File: config.mk
export PLATFORM = sky130hd
export DESIGN_NAME = slave_in_port
export DESIGN_NICKNAME = d
export VERILOG_FILES = /design/src/rtl/slave_in_port.sv
export SDC_FILE = /design/constraint.sdc
export NUM_CORES = 1
export LEC_CHECK = 0
export ABC_AREA = 1
export BUFFER_PORTS_ARGS = -buffer_cell sky130_fd_sc_hd__buf_2
export CAP_MARGIN = 20
export CORE_MARGIN = 2
export CORE_UTILIZATION = 30
export DETAILED_ROUTE_END_ITERATION = 12
export MAX_ROUTING_LAYER = met4
export PLACE_DENSITY_LB_ADDON = 0.05
export REMOVE_ABC_BUFFERS = 1
export SLEW_MARGIN = 30
export SYNTH_ARGS = -nofsm -noshare
export SYNTH_HDL_FRONTEND = slang
export SYNTH_SLANG_ARGS = --single-unit
File: constraint.sdc
create_clock -name clk -period 3 [get_ports clk]
set_input_delay 0.3 -clock clk [delete_from_list [all_inputs] [get_ports clk]]
set_output_delay 0.3 -clock clk [all_outputs]
set_load 0.005 [all_outputs]
File: src/rtl/slave_in_port.sv
// rtl/slave_in_port.sv - serial bus slave receiver: deserialises address, burst length and write data
// into parallel memory write/read strobes and drives this slave's s_ready bit.
module slave_in_port #(
  parameter int SLAVE_ADDR_SIZE = 12,
  parameter int WORD_SIZE       = 8,
  parameter int BURST_SIZE      = 15
) (
  input  logic                       clk,
  input  logic                       rst,
  input  logic                       slave_select,
  input  logic                       addr_bus,
  input  logic                       burst_size_bus,
  input  logic                       w_data_bus,
  input  logic                       read_en,
  input  logic                       m_valid,
  input  logic                       m_b_tx_valid,
  input  logic                       split_on,
  input  logic                       mem_wr_ready,
  output logic                       s_ready,
  output logic [SLAVE_ADDR_SIZE-1:0] mem_addr,
  output logic [WORD_SIZE-1:0]       mem_wdata,
  output logic                       mem_wr,
  output logic                       mem_rd,
  output logic [BURST_SIZE-1:0]      rd_len,
  output logic                       s_busy,
  output logic                       rx_err
);

  localparam int ACW = (SLAVE_ADDR_SIZE > 1) ? $clog2(SLAVE_ADDR_SIZE) : 1;
  localparam int LCW = (BURST_SIZE > 1) ? $clog2(BURST_SIZE) : 1;
  localparam int DCW = (WORD_SIZE > 1) ? $clog2(WORD_SIZE) : 1;

  localparam logic [ACW-1:0] ADDR_LAST = ACW'(SLAVE_ADDR_SIZE - 1);
  localparam logic [LCW-1:0] LEN_LAST  = LCW'(BURST_SIZE - 1);
  localparam logic [DCW-1:0] BIT_LAST  = DCW'(WORD_SIZE - 1);

  localparam logic [2:0] IDLE     = 3'd0;
  localparam logic [2:0] ADDR_RX  = 3'd1;
  localparam logic [2:0] DECODE   = 3'd2;
  localparam logic [2:0] BURST_RX = 3'd3;
  localparam logic [2:0] DATA_RX  = 3'd4;
  localparam logic [2:0] WR_HOLD  = 3'd5;

  logic [2:0]                 state;
  logic [2:0]                 state_nxt;
  logic [ACW-1:0]             addr_cnt;
  logic [SLAVE_ADDR_SIZE-1:0] addr_sr;
  logic [LCW-1:0]             len_cnt;
  logic [BURST_SIZE-1:0]      len_sr;
  logic [BURST_SIZE-1:0]      burst_len;
  logic [BURST_SIZE-1:0]      word_idx;
  logic [DCW-1:0]             bit_cnt;
  logic [WORD_SIZE-1:0]       data_sr;
  logic                       hold_last;

  logic                       abort;
  logic                       data_fire;
  logic                       word_done;
  logic                       last_word;
  logic                       len_done;
  logic [WORD_SIZE-1:0]       word_val;
  logic [BURST_SIZE-1:0]      len_raw;
  logic [BURST_SIZE-1:0]      len_val;

  assign s_busy = (state != IDLE);

  always_comb begin
    abort     = (state != IDLE) && (!slave_select || split_on);
    data_fire = (state == DATA_RX) && m_valid && s_ready;
    word_done = data_fire && (bit_cnt == BIT_LAST);
    last_word = ((word_idx + BURST_SIZE'(1)) == burst_len);
    len_done  = (state == BURST_RX) && (len_cnt == LEN_LAST);
    // Include the bit arriving this cycle so the completed value is usable immediately.
    word_val           = data_sr;
    word_val[bit_cnt]  = w_data_bus;
    len_raw            = len_sr;
    len_raw[len_cnt]   = burst_size_bus;
    len_val            = (len_raw == '0) ? BURST_SIZE'(1) : len_raw;
  end

  always_comb begin
    state_nxt = state;
    case (state)
      IDLE:     if (slave_select) state_nxt = ADDR_RX;
      ADDR_RX:  if (addr_cnt == ADDR_LAST) state_nxt = DECODE;
      DECODE: begin
        if (m_b_tx_valid)  state_nxt = BURST_RX;
        else if (read_en)  state_nxt = IDLE;
        else               state_nxt = DATA_RX;
      end
      BURST_RX: if (len_done) state_nxt = read_en ? IDLE : DATA_RX;
      DATA_RX: begin
        if (word_done) begin
          if (!mem_wr_ready)  state_nxt = WR_HOLD;
          else if (last_word) state_nxt = IDLE;
        end
      end
      WR_HOLD:  if (mem_wr_ready) state_nxt = hold_last ? IDLE : DATA_RX;
      default:  state_nxt = IDLE;
    endcase
    if (abort) state_nxt = IDLE;
  end

  always_ff @(posedge clk) begin
    if (rst) begin
      state     <= IDLE;
      addr_cnt  <= '0;
      addr_sr   <= '0;
      len_cnt   <= '0;
      len_sr    <= '0;
      burst_len <= '0;
      word_idx  <= '0;
      bit_cnt   <= '0;
      data_sr   <= '0;
      hold_last <= 1'b0;
      s_ready   <= 1'b0;
      mem_addr  <= '0;
      mem_wdata <= '0;
      mem_wr    <= 1'b0;
      mem_rd    <= 1'b0;
      rd_len    <= '0;
      rx_err    <= 1'b0;
    end else begin
      state   <= state_nxt;
      s_ready <= (state_nxt != WR_HOLD);
      rx_err  <= abort;
      mem_rd  <= 1'b0;
      mem_wr  <= 1'b0;
      // An abort discards everything in flight, including a word completing this cycle.
      if (!abort) begin
        case (state)
          IDLE: begin
            if (slave_select) addr_cnt <= '0;
          end
          ADDR_RX: begin
            addr_sr[addr_cnt] <= addr_bus;
            addr_cnt          <= addr_cnt + ACW'(1);
          end
          DECODE: begin
            if (m_b_tx_valid) begin
              len_cnt <= '0;
            end else begin
              burst_len <= BURST_SIZE'(1);
              word_idx  <= '0;
              bit_cnt   <= '0;
              if (read_en) begin
                mem_rd   <= 1'b1;
                rd_len   <= BURST_SIZE'(1);
                mem_addr <= addr_sr;
              end
            end
          end
          BURST_RX: begin
            len_sr[len_cnt] <= burst_size_bus;
            len_cnt         <= len_cnt + LCW'(1);
            if (len_done) begin
              burst_len <= len_val;
              word_idx  <= '0;
              bit_cnt   <= '0;
              if (read_en) begin
                mem_rd   <= 1'b1;
                rd_len   <= len_val;
                mem_addr <= addr_sr;
              end
            end
          end
          DATA_RX: begin
            if (data_fire) begin
              data_sr[bit_cnt] <= w_data_bus;
              bit_cnt          <= bit_cnt + DCW'(1);
            end
            if (word_done) begin
              bit_cnt   <= '0;
              mem_wdata <= word_val;
              mem_addr  <= addr_sr + SLAVE_ADDR_SIZE'(word_idx);
              mem_wr    <= 1'b1;
              hold_last <= last_word;
              if (!last_word) word_idx <= word_idx + BURST_SIZE'(1);
            end
          end
          WR_HOLD: begin
            mem_wr <= !mem_wr_ready;
          end
          default: ;
        endcase
      end
    end
  end

endmodule

==> results.yml <==
setup_path:
  r2r_slack_ps: 500
  critPathRequiredTime_ps: 3360
  worstSetupStartpointType: "flip-flop"
  rr_worst_depth: 17
  max_stage_delay_ps: 510
  crit_top_cell: "nand2_1"
  crit_fanout: 17
  slowest_stage: "dfxtp_1"
  cp.arrival_ps: 2860
  timing.rr.end: "word_idx[7]$_SDFFE_PP0P_"
  end_kind: "flip-flop"
  crit_chain: "ha_1 > nand2_1 > nor2_1 > nand2_1 > nand2_1 > nand2_1 > nand2_1 > nand3_1 > nor2_1 > nand3_1 > nor2_2 > nand3_2 > nand2_4 > inv_4 > nand2_1 > nand2_1 > nor2_1"
  worstSetupPathType: "flip-flop to flip-flop"
  worstReg2RegStart: "word_idx[0]$_SDFFE_PP0P_"
route:
  drtAntennaViolNets: 0
  detail_route.iter0.violations: 417
  drc: 0
  dr.pass1.iters: 5
  viasPerCell: 4.83
  wire_per_inst_um: 16.0
  vias: 6117
  wirelength_um: 20200
global_route:
  grt_start_max_net_pins: 52
  grt_use_met3_pct: 3.64
  grt_pass1_vias: 5990
  grt_pass1_wl_um: 32700
  antenna_found_initial: 0
  met1_usage_pct: 24.7
  grt-busiest-layer: "met2"
  met2_usage_pct: 32.1
  grt-ovfl-total: 0
  grt_util_all_layers_pct: 19.4
floorplan:
  fp.dieH_um: 150
  pin_count: 51
  die_x_um: 150
  rows: 53
  dieArea_sq_um: 22600
  core_area_sq_um: 21000
  initial_core_util_pct: 30.5
hold_path:
  min-delay-start: "read_en"
  whs_path_depth: 3
  hold_class: "input pin to flip-flop"
  min_to: "mem_rd$_SDFF_PP0_"
yosys:
  synth_mux_area_share_pct: 0
  synth_compound_area_share_pct: 19.9
  synth_xor_area_share_pct: 1.31
  async_reset_ff_share_pct: 0
  synth_top_cell_area_share_pct: 37.1
  synth.area.top_cells: "dfxtp_1 (37%), nand2_1 (10%), a21oi_1 (7.8%)"
  syn_area_sq_um: 6410
  yosys.area.top_type: "dfxtp_1"
  synth-edff-count: 0
  yosys.area_share.simple_pct: 28.6
  synth-main-ff-cell: "dfxtp_1"
  ys_seq_area_share_pct: 37.1
  yosys.area_share.adder_pct: 4.60
  synth_top_family_by_area: "simple AND/OR/NAND/NOR gates"
  syn_area_per_cell_sq_um: 6.88
  yosys_warnings: 0
  synth-seq-cells: 119
  yosys.cell_types.count: 48
  syn_inst: 933
finish:
  nFillCells: 2250
  finalCoreUtilization_pct: 36.0
  seq_area_sq_um: 2380
  multi_input_area_sq_um: 3490
  layout_commonest_cell: "nand2_1"
  layout.nets: 1012
  drive_gt1_share_pct: 14.1
  area_growth_pct: 17.8
  layout_common_cells: "nand2_1 (171), dfxtp_1 (119), nor2_1 (105), a21oi_1 (100), inv_1 (88)"
  diodes: 0
sta:
  tns_ps: 0
  finClkSkew_ps: 13.2
  max_freq_mhz: 399
  slew_headroom_pct: 63.2
  post-route-period-util_pct: 83.5
  rsz0062_at_grt: "no"
  worst_pin_slew_ps: 547
  hold_violations: 0
  slew_viol_final: 0
  setup_viol: 0
  fin_crit_ps: 2500
placement:
  port_buffers: 50
  place_congestion: 0.796
  dpl.hpwl_um: 15000
cts:
  ctsResizeCount: 0
  clock-sinks: 119
  clockBufferDepth: 2
  ctsHoldBuffers: 0
  clkSlewWorstSetupHoldPaths_ps: 60
  cts_setup_buffers: 0
  cts_buffers: 17
  cts-htree-levels: 4
  root_buffer: "clkbuf_16"
  cts_tree: "built"
  clk_latency_ps: 420
pwr:
  powerDensity_nw_per_um2: 511
  power.leakage_uw: 0.00302
  peakVddDrop_mv: 0.338
status:
  outcome: "finished clean"
job:
  drv_cap: 0
-- power by group --
part	internal (uW)	total (uW)	switching [uW]
Sequential	1590	1600	9.13
Clock	1310	2140	837
Combinational	33.3	124	90.6
Total	2930	3860	937
-- cell type report --
| type | count | share of cell area, % |
|---|---|---|
| sequential | 119 | 31.5 |
| inverter | 100 | 5.00 |
| timing repair buffer | 63 | 4.77 |
| clock buffer | 21 | 6.23 |
| multi-input combinational | 677 | 46.1 |
| tap | 275 | 4.55 |
| clock inverter | 11 | 1.79 |
-- worst max path at each step --
stage,startpoint,end,slack [ps],cells after the start
after CTS,word_idx[0]$_SDFFE_PP0P_,word_idx[7]$_SDFFE_PP0P_,500,17
after detailed placement,word_idx[0]$_SDFFE_PP0P_,word_idx[7]$_SDFFE_PP0P_,490,17
after global routing,word_idx[0]$_SDFFE_PP0P_,word_idx[7]$_SDFFE_PP0P_,180,17
after global placement,word_idx[0]$_SDFFE_PP0P_,word_idx[0]$_SDFFE_PP0P_,590,16
after floorplan,state[1]$_SDFF_PP0_,len_cnt[3]$_SDFFE_PP0P_,550,8
final,word_idx[0]$_SDFFE_PP0P_,word_idx[7]$_SDFFE_PP0P_,500,17
-- synth_stat cells (6+ instances only) --
library cell,number
a211oi_1,7
a21oi_1,100
a31oi_1,15
clkbuf_1,28
dfxtp_1,119
ha_1,22
inv_1,89
inv_2,8
nand2_1,171
nand2_2,7
nand3_1,51
nand4_1,10
nor2_1,105
nor2_2,13
nor3_1,19
nor4_1,12
o21ai_0,86
o21ai_1,14
xor2_1,6
-- flip-flops by register name (all words and copies together), names as in the netlist, 8 cells and up --
| signal | flops |
|---|---|
| addr_sr | 12 |
| burst_len | 15 |
| data_sr | 8 |
| len_sr | 15 |
| mem_addr | 12 |
| mem_wdata | 8 |
| rd_len | 15 |
| word_idx | 15 |
-- critical path: cells and delay by family (launching register included) --
family        cells  cell delay (ps)
flops             1              510
simple gates     15             1480
fa+ha+maj         1              340
buf+inv           1              130
-- per-stage QoR --
stage                     instance area (sq um)  total power [uW]  setup slack, ps  hold WS, ps  instances
after floorplan                            6250              1700              554          369        896
after global placement                     6950              1760              588          450       1234
after detailed placement                   6950              1760              495          456       1234
after CTS                                  7560              3920              496          212       1266
after global routing                       7560              4000              180          228       1266
final                                      7560              3860              496          216       1266
-- metal layers --
layer	wire length (um)	vias up
met3	525	11
met4	197	0
met5	0	-
met2	9590	89
met1	9910	2790
li1	-	3227
-- cells by family (layout without fill, tap and decap cells) --
family,after synthesis,after routing
flops,119,119
buf+inv,137,195
simple gates,408,408
xor+xnor,8,8
compound gates,238,238
fa+ha+maj,23,23
Note: power is estimated with default switching activity, not from simulation.
